File: src/rtl/gray_pkg.sv
// rtl/gray_pkg.sv - shared Gray-code helpers and receiver FSM state type
package gray_pkg;

    localparam int GRAY_W = 4;
    localparam int MAX_W  = 32;

    typedef enum logic {
        PRIME = 1'b0,
        TRACK = 1'b1
    } rx_state_t;

    // Each binary bit is the XOR of its Gray bit and all higher ones; callers zero-extend.
    function automatic logic [MAX_W-1:0] gray2bin(input logic [MAX_W-1:0] g);
        logic [MAX_W-1:0] b;
        b = g;
        for (int i = 1; i < MAX_W; i++) begin
            b = b ^ (g >> i);
        end
        return b;
    endfunction

    function automatic logic [MAX_W-1:0] bin2gray(input logic [MAX_W-1:0] b);
        return b ^ (b >> 1);
    endfunction

endpackage

File: src/rtl/gray_sync.sv
// rtl/gray_sync.sv - multi-stage flop synchronizer for a Gray-coded bus
module gray_sync #(
    parameter int WIDTH       = 4,
    parameter int SYNC_STAGES = 2
) (
    input  logic             clk,
    input  logic             rst_n,
    input  logic [WIDTH-1:0] d,
    output logic [WIDTH-1:0] q
);

    logic [WIDTH-1:0] stage [SYNC_STAGES];

    always_ff @(posedge clk) begin
        if (!rst_n) begin
            for (int i = 0; i < SYNC_STAGES; i++) begin
                stage[i] <= '0;
            end
        end else begin
            stage[0] <= d;
            for (int i = 1; i < SYNC_STAGES; i++) begin
                stage[i] <= stage[i-1];
            end
        end
    end

    assign q = stage[SYNC_STAGES-1];

endmodule

File: src/rtl/gray_rx_decoder.sv
// rtl/gray_rx_decoder.sv - synchronizes a Gray bus, decodes it and tracks signed step position
module gray_rx_decoder
    import gray_pkg::*;
#(
    parameter int WIDTH       = GRAY_W,
    parameter int SYNC_STAGES = 2,
    parameter int POS_W       = 16
) (
    input  logic             clk,
    input  logic             rst_n,
    input  logic [WIDTH-1:0] gray_in,
    input  logic             err_clr,
    output logic [WIDTH-1:0] bin_out,
    output logic             valid,
    output logic             dir,
    output logic [POS_W-1:0] pos,
    output logic             err_pulse,
    output logic             err
);

    localparam int CNT_W = $clog2(SYNC_STAGES + 1);

    rx_state_t        state, state_nxt;
    logic [CNT_W-1:0] prime_cnt, prime_cnt_nxt;
    logic [WIDTH-1:0] s_gray, s_bin, prev_gray, diff;
    logic [WIDTH-1:0] prev_gray_nxt, bin_out_nxt;
    logic [POS_W-1:0] pos_nxt;
    logic             valid_nxt, dir_nxt, err_pulse_nxt, err_nxt;
    logic             one_step, multi_step, step_up;

    gray_sync #(
        .WIDTH       (WIDTH),
        .SYNC_STAGES (SYNC_STAGES)
    ) u_sync (
        .clk   (clk),
        .rst_n (rst_n),
        .d     (gray_in),
        .q     (s_gray)
    );

    assign s_bin      = WIDTH'(gray2bin(MAX_W'(s_gray)));
    assign diff       = s_gray ^ prev_gray;
    assign one_step   = (diff != '0) && ((diff & (diff - WIDTH'(1))) == '0);
    assign multi_step = (diff != '0) && !one_step;
    assign step_up    = (s_bin == bin_out + WIDTH'(1));

    // PRIME waits for the synchronizer to refill after reset so the first real
    // sample becomes the reference instead of being compared against reset zeros.
    always_comb begin
        state_nxt     = state;
        prime_cnt_nxt = prime_cnt;
        prev_gray_nxt = prev_gray;
        bin_out_nxt   = bin_out;
        pos_nxt       = pos;
        dir_nxt       = dir;
        valid_nxt     = 1'b0;
        err_pulse_nxt = 1'b0;
        err_nxt       = err & ~err_clr;
        case (state)
            PRIME: begin
                prev_gray_nxt = s_gray;
                bin_out_nxt   = s_bin;
                if (prime_cnt == CNT_W'(SYNC_STAGES)) begin
                    state_nxt = TRACK;
                end else begin
                    prime_cnt_nxt = prime_cnt + CNT_W'(1);
                end
            end
            TRACK: begin
                if (one_step) begin
                    prev_gray_nxt = s_gray;
                    bin_out_nxt   = s_bin;
                    valid_nxt     = 1'b1;
                    dir_nxt       = step_up;
                    pos_nxt       = step_up ? pos + POS_W'(1) : pos - POS_W'(1);
                end else if (multi_step) begin
                    prev_gray_nxt = s_gray;
                    bin_out_nxt   = s_bin;
                    err_pulse_nxt = 1'b1;
                    err_nxt       = 1'b1;
                end
            end
            default: state_nxt = PRIME;
        endcase
    end

    always_ff @(posedge clk) begin
        if (!rst_n) begin
            state     <= PRIME;
            prime_cnt <= '0;
            prev_gray <= '0;
            bin_out   <= '0;
            pos       <= '0;
            valid     <= 1'b0;
            dir       <= 1'b0;
            err_pulse <= 1'b0;
            err       <= 1'b0;
        end else begin
            state     <= state_nxt;
            prime_cnt <= prime_cnt_nxt;
            prev_gray <= prev_gray_nxt;
            bin_out   <= bin_out_nxt;
            pos       <= pos_nxt;
            valid     <= valid_nxt;
            dir       <= dir_nxt;
            err_pulse <= err_pulse_nxt;
            err       <= err_nxt;
        end
    end

endmodule

File: config.mk
export PLATFORM = sky130hd
export DESIGN_NAME = gray_rx_decoder
export DESIGN_NICKNAME = d
export VERILOG_FILES = /design/src/rtl/gray_pkg.sv /design/src/rtl/gray_sync.sv /design/src/rtl/gray_rx_decoder.sv
export SDC_FILE = /design/constraint.sdc
export NUM_CORES = 1
export LEC_CHECK = 0
export CAP_MARGIN = 20
export CELL_PAD_IN_SITES_DETAIL_PLACEMENT = 1
export CELL_PAD_IN_SITES_GLOBAL_PLACEMENT = 1
export CORE_MARGIN = 1.5
export CORE_UTILIZATION = 42
export DETAILED_ROUTE_END_ITERATION = 10
export PLACE_DENSITY_LB_ADDON = 0.25
export SLEW_MARGIN = 20
export SYNTH_ARGS = -nofsm -noshare
export SYNTH_HDL_FRONTEND = slang
export SYNTH_SLANG_ARGS = --single-unit
File: constraint.sdc
create_clock -name clk -period 3.77 [get_ports clk]
set_input_delay 0.5655 -clock clk [delete_from_list [all_inputs] [get_ports clk]]
set_output_delay 0.5655 -clock clk [all_outputs]
set_load 0.005 [all_outputs]
==> results of run 1 <==
-- kinds of logic after synthesis --
| family | Yosys count |
|---|---|
| simple gates | 63 |
| compound gates | 55 |
| flops | 38 |
| xor+xnor | 26 |
| fa+ha+maj | 18 |
| buf+inv | 15 |
| mux | 12 |
-- power by group through the flow --
stage,Clock [mW],Combinational [mW],Sequential (mW)
floorplan,0,0.575,0.494
global placement,0,0.746,0.497
detailed placement,0,0.764,0.497
CTS,0.368,0.774,0.488
global route,0.386,0.876,0.496
finish,0.357,0.785,0.488
-- final cells by class --
cell class | instances | area, um2
Fill cell | 598 | 2400
Multi-Input combinational cell | 174 | 1360
Sequential cell | 38 | 761
Timing Repair Buffer | 34 | 330
Tap cell | 70 | 87.6
Clock buffer | 5 | 68.8
Clock inverter | 3 | 45.0
Inverter | 6 | 22.5
-- through the flow --
step	TNS [ns]	hold slack, ns	cells	util [%]	instance area, um2
global placement	0	0.417	322	50.1	2540
detailed placement	0	0.423	322	50.1	2540
global route	-0.00872	0.451	330	52.8	2680
floorplan	0	0.412	227	-	2180
finish	0	0.438	330	52.8	2680
CTS	0	0.444	330	52.4	2660
-- state kept, by name, summed over array words and instances (netlist names) --
signal,flops
dir,1
err,1
u_sync.stage,8
bin_out,4
prev_gray,3
state,1
valid,1
err_pulse,1
pos,16
prime_cnt,2
-- routing by layer --
layer  share of wire [%]  wire length, um  up-vias
li1                    -                -      862
met1                  50             2380      797
met2                  45             2130       23
met3                 2.9              136        5
met4                 1.5               70        0
met5                   0                0        -
-- final timing paths --
path / slack (ns) / to
min reg2reg: 0.44 / u_sync.stage[0][6]
max: 0.17 / pos[12]
max reg2reg: 0.17 / pos[12]
min: 0.44 / u_sync.stage[0][6]
-- Yosys cell counts (2+ instances only) --
cell type and count:
a211oi_1 2, a21o_1 9, a21oi_1 14, and2_1 14, and3_1 5, clkbuf_1 4
dfxtp_1 38, ha_1 16, inv_1 6, mux2i_1 12, nand2_1 12, nand3_1 3
nand3b_1 2, nor2_1 5, nor2b_1 16, o211a_1 2, o211ai_1 2, o21a_1 4
o21ai_0 7, o21ai_1 2, o22ai_1 2, xnor2_1 18, xor2_1 6, xor2_2 2
-- timing repair --
action                     4_1_cts  5_1_grt
hold endpoints to repair         0        0
resized for setup                0        4
setup endpoints to repair        0        5
hold buffers                     0        0
==> metrics.md, run 1 <==
| Metric | Value |
|---|---|
| Vias | around 1700 |
| Final setup margin | about 0.17 ns |
| Vias in the first global route | ~1700 |
| Worst Setup Start Kind | flip-flop |
| Net Sw Power | between 0.5 and 0.6 mW |
| Worst slew pin tran | roughly 0.82 ns |
| Register share of total power | about 30% |
| Root Buffer | clkbuf_8 |
| Status | complete, no violations |
| Maximum clock rate | 0.278 GHz |
| Critical path depth | 14 |
| Grt peak-use layer | met2 |
| Slowest Stage Delay on Critical Path | between 0.4 and 0.5 ns |
| Commonest non-fill, non-tap cells in the layout | 38 x dfxtp_1, 30 x clkdlybuf4s50_1, 17 x xnor2_1, 16 x nor2b_1, 16 x ha_1 |
| Syn_area_per_cell | between 9 and 10 um2 |
| M3 GR Usage | 4.55% |
| Buf/Inv on CP | 1 |
| Wire per inst | ~14 um |
| Leading area contributor after synthesis | dfxtp_1 |
| Compound-Gate Fraction of Synth Area | between 10% and 20% |
| Post-Synth Adder-Cell Area | between 10% and 20% |
| Seq/Total Area, Yosys | 34.8% |
| Critical path arrival | approximately 3.8 ns |
| Final Slew Violations | 0 |
| Largest net degree at the start of global routing | 24 |
| LEAKAGE | between 1 and 1.5 nW |
| Async S/R FF share, synth | 0% |
| Total CTS buffers | 5 |
| Flops & latches, synth | 38 |
| Setup violations, final | 0 |
| Xor and xnor area share after synthesis | between 10% and 20% |
| CP startpoint | bin_out[0] |
| Clk pwr share | 21.9% |
| Crit-path cells | ha_1, xnor2_2, xnor2_1, or3b_4, a22oi_4, inv_2, ha_1, nor2b_1, o31a_1, or4_1, a31oi_2, o21ai_1, nand4b_1, o221ai_1 |
| DRC Markers | 0 |
| Synth top area share | a little over a third |
| Hold Fails Final Rpt | 0 |
| Max-cap violations | 0 |
| I/O pin count | 31 |
| Core box area | just over 0.005 mm2 |
| Worst hold start | u_sync.stage[0][2] |
| Total gr overflow | 0 |
| Synth Area in Simple Gates | between 15 and 20% |
| Met2 capacity usage during global routing | 29.2% |
| Most frequent cell on the critical path | ha_1 |
| Antenna Cells | 0 |
| Setup WS pre-CTS | 0.150 ns |
| Comb pwr share | 48.2% |
| Sw frac | about 36% |
| TritonCTS clock tree | done |
| Detail Route Antenna Nets | 0 |
| Worst r2r src | bin_out[0] |
| Longest Clk Path Bufs | 2 |
| Post CTS Setup Buffer Count | 0 |
| Worst-skew pair later-pin latency | 0.30 ns |
| CP delay by family, top | simple AND/OR/NAND/NOR gates |
| Die height | ~75 um |
| Cell Area, Synth | between 0.002 and 0.0025 mm2 |
| Hpwl dp | ~3400 um |
| Hold depth | 1 |
| Yosys warning total | 0 |
| Grt met1 use | 27.2% |
| NumNets Final | between 200 and 300 |
| Largest family of logic cells by synthesized area | compound AO/OA/AOI/OAI gates |
| Via/cell ratio | 5.11 |
| Die ar. | 0.00564 mm2 |
| Initial antenna violation count | 0 |
| Synth unique cells | 48 |
| Die extent in x | approximately 75 um |
| H-tree levels | 2 |
| Crit. End Element | flip-flop |
| Pwr Total | approximately 1.6 mW |
| Syn Nets | approximately 250 |
| Slowest-stage cell, CP | or4_1 |
| Clock-pin slew on the worst setup and hold paths | ~0.08 ns |
| Worst r2r path cells | 14 |
| Period utilization | between 90% and 100% |
| I/O Buffers | 30 |
| Clock skew | 0.00440 ns |
| Internal | ~1.0 mW |
| Number of synthesized flops with an enable pin | 0 |
| DRT iter0 DRCs | 43 |
| Crit path max fanout | 6 |
| Hold Path Class | reg2reg |
| Ratio of cells with drive above 1 in the final layout | 8.46% |
| WS Path Type | reg2reg |
| Post-synthesis mux area share | 5.50% |
| Synthesized instance count | around 230 |
| Final wirelength | 4720 um |
| TritonRoute pass-1 iters | 2 |
| Most common cell after layout, fill and taps aside | dfxtp_1 |
| Final worst path period need | about 3.6 ns |
| Rows | 26 |
| Top cells by area, synth | dfxtp_1 35%, ha_1 9.2%, xnor2_1 7.2% |
| Overall Global Routing Usage | 19.3% |
| Max VDD drop | approximately 340 uV |
| Top_reg_cell synth | dfxtp_1 |
| First-pass GRT wire length | 8270 um |
| Initial Utilization | around 43% |
| Area Overhead vs Synth | 22.7% |
| Clock sinks | 38 |
| Rel. slew slack | 45.2% |
| Power per Cell Area | about 610 mW/mm2 |
| Worst Path Required | just under 4 ns |
| GP Congestion | approximately 0.83 |
No activity file was read; power rests on OpenSTA's default activity.
==> run 2: changes to the inputs <==
--- a/config.mk
+++ b/config.mk
@@ -8,10 +8,11 @@
 export CAP_MARGIN = 20
 export CELL_PAD_IN_SITES_DETAIL_PLACEMENT = 1
 export CELL_PAD_IN_SITES_GLOBAL_PLACEMENT = 1
+export CORE_ASPECT_RATIO = 1.5
 export CORE_MARGIN = 1.5
-export CORE_UTILIZATION = 42
+export CORE_UTILIZATION = 45
 export DETAILED_ROUTE_END_ITERATION = 10
-export PLACE_DENSITY_LB_ADDON = 0.25
+export PLACE_DENSITY_LB_ADDON = 0.1
 export SLEW_MARGIN = 20
 export SYNTH_ARGS = -nofsm -noshare
 export SYNTH_HDL_FRONTEND = slang
==> constraint.sdc (replaced) <==
create_clock -name clk -period 4.6 [get_ports clk]
set_input_delay 0.69 -clock clk [delete_from_list [all_inputs] [get_ports clk]]
set_output_delay 0.69 -clock clk [all_outputs]
set_load 0.005 [all_outputs]
==> run 2 against run 1 <==
Net effect:
- largest cell class unchanged
- via count up 1.6%
- fmax decreased by 8.1%
- critical path type unchanged
- cell count down 2.7%
- largest power group unchanged
- clock skew increased by 0.00083 ns
- hold slack gained 0.016 ns
- wire length grew 6.6%
- register-to-register slack improved by 0.51 ns
- global-route usage increased by 2.4 points
- setup slack gained 0.51 ns
==> metrics.md, run 2 (synthesis results as in run 1) <==
| Metric | Value |
|---|---|
| Vias in the first global route | 1833 (+5.8%) |
| Final setup margin | 0.685 ns (+0.512 ns) |
| Crit path max fanout | 14 (+8) |
| WS Path Type | reg2reg |
| Max VDD drop | 299 uV (-12%) |
| DRC Markers | 0 (unchanged) |
| I/O pin count | 31 (unchanged) |
| Cts hold-fix bufs | 0 (unchanged) |
| Clock sinks | 38 (unchanged) |
| CP delay by family, top | simple AND/OR/NAND/NOR gates |
| Buf/Inv on CP | 1 (unchanged) |
| Die extent in x | 59.9 um (-20%) |
| Core box area | 0.00458 mm2 (-9.8%) |
| TritonRoute pass-1 iters | 4 (+2) |
| Crit-path cells | ha_1, xnor2_1, xnor2_1, or3b_4, a22oi_4, inv_1, ha_1, nor2b_1, o31a_1, or4_1, a31oi_1, o21ai_1, nand4b_1, o221ai_1 |
| Maximum clock rate | 0.255 GHz (-8.1%) |
| First-pass GRT wire length | 8670 um (+4.8%) |
| Rel. slew slack | 45.6% (+0.44 points) |
| Total gr overflow | 0 (unchanged) |
| Filler Cells Inserted | 532 (-11%) |
| Worst slew pin tran | 0.815 ns (-0.00666 ns) |
| Initial antenna violation count | 0 (unchanged) |
| Root Buffer | clkbuf_8 |
| Area Overhead vs Synth | 21.5% |
| DRT iter0 DRCs | 48 (+12%) |
| Initial Utilization | 47.7% (+4.7 points) |
| Worst Setup Start Kind | flip-flop |
| Post-cts sizing count | 0 (unchanged) |
| Clock-pin slew on the worst setup and hold paths | 0.08 ns (about the same) |
| Final Slew Violations | 0 (unchanged) |
| Hold Fails Final Rpt | 0 (unchanged) |
| Critical path arrival | 4.06 ns (+0.31 ns) |
| Power per Cell Area | 521 mW/mm2 (-14%) |
| Status | complete, no violations |
| Biggest register | pos |
| Overall Global Routing Usage | 21.7% (+2.4 points) |
| Post CTS Setup Buffer Count | 0 (unchanged) |
| Worst-skew pair later-pin latency | 0.30 ns (about the same) |
| Die ar. | 0.00529 mm2 (-6.2%) |
| Setup violations, final | 0 (unchanged) |
| Hold Path Class | reg2reg |
| Setup TNS | 0 ns (unchanged) |
| I/O Buffers | 30 (unchanged) |
| Hpwl dp | 3730 um (+8.9%) |
| Die height | 88.3 um (+18%) |
| Slowest Stage Delay on Critical Path | 0.43 ns (about the same) |
| Worst Path Required | 4.75 ns (+0.83 ns) |
| Detail Route Antenna Nets | 0 (unchanged) |
| Wire per inst | 15.7 um (+9.6%) |
| Vias | 1714 (+1.6%) |
| Crit. End Element | flip-flop |
| Unrepaired setup endpoints after global routing | no |
| GP Congestion | 0.816 (-1.7%) |
| NumNets Final | 280 (-1.1%) |
| Slowest-stage cell, CP | ha_1 |
| Total CTS buffers | 5 (unchanged) |
| Antenna Cells | 0 (unchanged) |
| Largest registers | pos x16, u_sync.stage x8, bin_out x4 |
| Setup WS pre-CTS | 0.711 ns (+0.562 ns) |
| Ratio of cells with drive above 1 in the final layout | 5.84% (-2.6 points) |
| Largest register FFs | 16 (unchanged) |
| Commonest non-fill, non-tap cells in the layout | 38 x dfxtp_1, 30 x clkdlybuf4s50_1, 18 x xnor2_1, 16 x nor2b_1, 16 x ha_1 |
| Largest net degree at the start of global routing | 24 (unchanged) |
| LEAKAGE | 1.06 nW (about the same) |
| Final wirelength | 5030 um (+6.6%) |
| Longest Clk Path Bufs | 2 (unchanged) |
| Most common cell after layout, fill and taps aside | dfxtp_1 |
| Rows | 30 (+15%) |
| Via/cell ratio | 5.34 (+4.4%) |
| Clock skew | 0.00523 ns (+0.000827 ns) |
| Period utilization | 85.1% (-10 points) |
| TritonCTS clock tree | done |
| Max-cap violations | 0 (unchanged) |
| Final worst path period need | 3.91 ns (+0.318 ns) |
| H-tree levels | 2 (unchanged) |
-- run 2: worst paths after layout --
path | start | endpoint | slack, ns | cells after the start
setup reg to reg | bin_out[0] | pos[12] | 0.69 | 14
setup / recovery | bin_out[0] | pos[12] | 0.69 | 14
hold reg to reg | u_sync.stage[0][3] | u_sync.stage[0][7] | 0.45 | 1
hold / removal | u_sync.stage[0][3] | u_sync.stage[0][7] | 0.45 | 1
-- run 2: area by class of cell --
cell class | instances | area (um2) | area share [%]
inverter | 6 | 22.5 | 0.849
timing repair buffer | 31 | 308 | 11.6
clock inverter | 3 | 68.8 | 2.59
sequential | 38 | 761 | 28.7
multi-input combinational | 174 | 1340 | 50.7
clock buffer | 5 | 68.8 | 2.59
tap | 64 | 80.1 | 3.02
-- run 2: stage by stage --
step	instances	area (um2)	util (%)	power, mW	hold slack [ns]
CTS	321	2650	57.9	1.40	0.460
global route	321	2650	57.9	1.49	0.470
global placement	313	2510	54.9	1.03	0.419
detailed placement	313	2510	54.9	1.04	0.431
floorplan	227	2180	-	0.875	0.412
finish	321	2650	57.9	1.38	0.454
-- run 2: power breakdown --
| group | switching, mW | total (mW) | internal, mW |
|---|---|---|---|
| Clock | 0.134 | 0.351 | 0.217 |
| Combinational | 0.318 | 0.630 | 0.312 |
| Sequential | 0.0324 | 0.402 | 0.369 |
-- run 2: routing by layer --
layer | track usage (%) | share of wire, % | vias up
li1 | - | - | 852
met1 | 23.3 | 39 | 836
met4 | 7.88 | 1.6 | 0
met3 | 3.07 | 1.7 | 6
met5 | 0 | 0 | -
met2 | 41.5 | 58 | 20
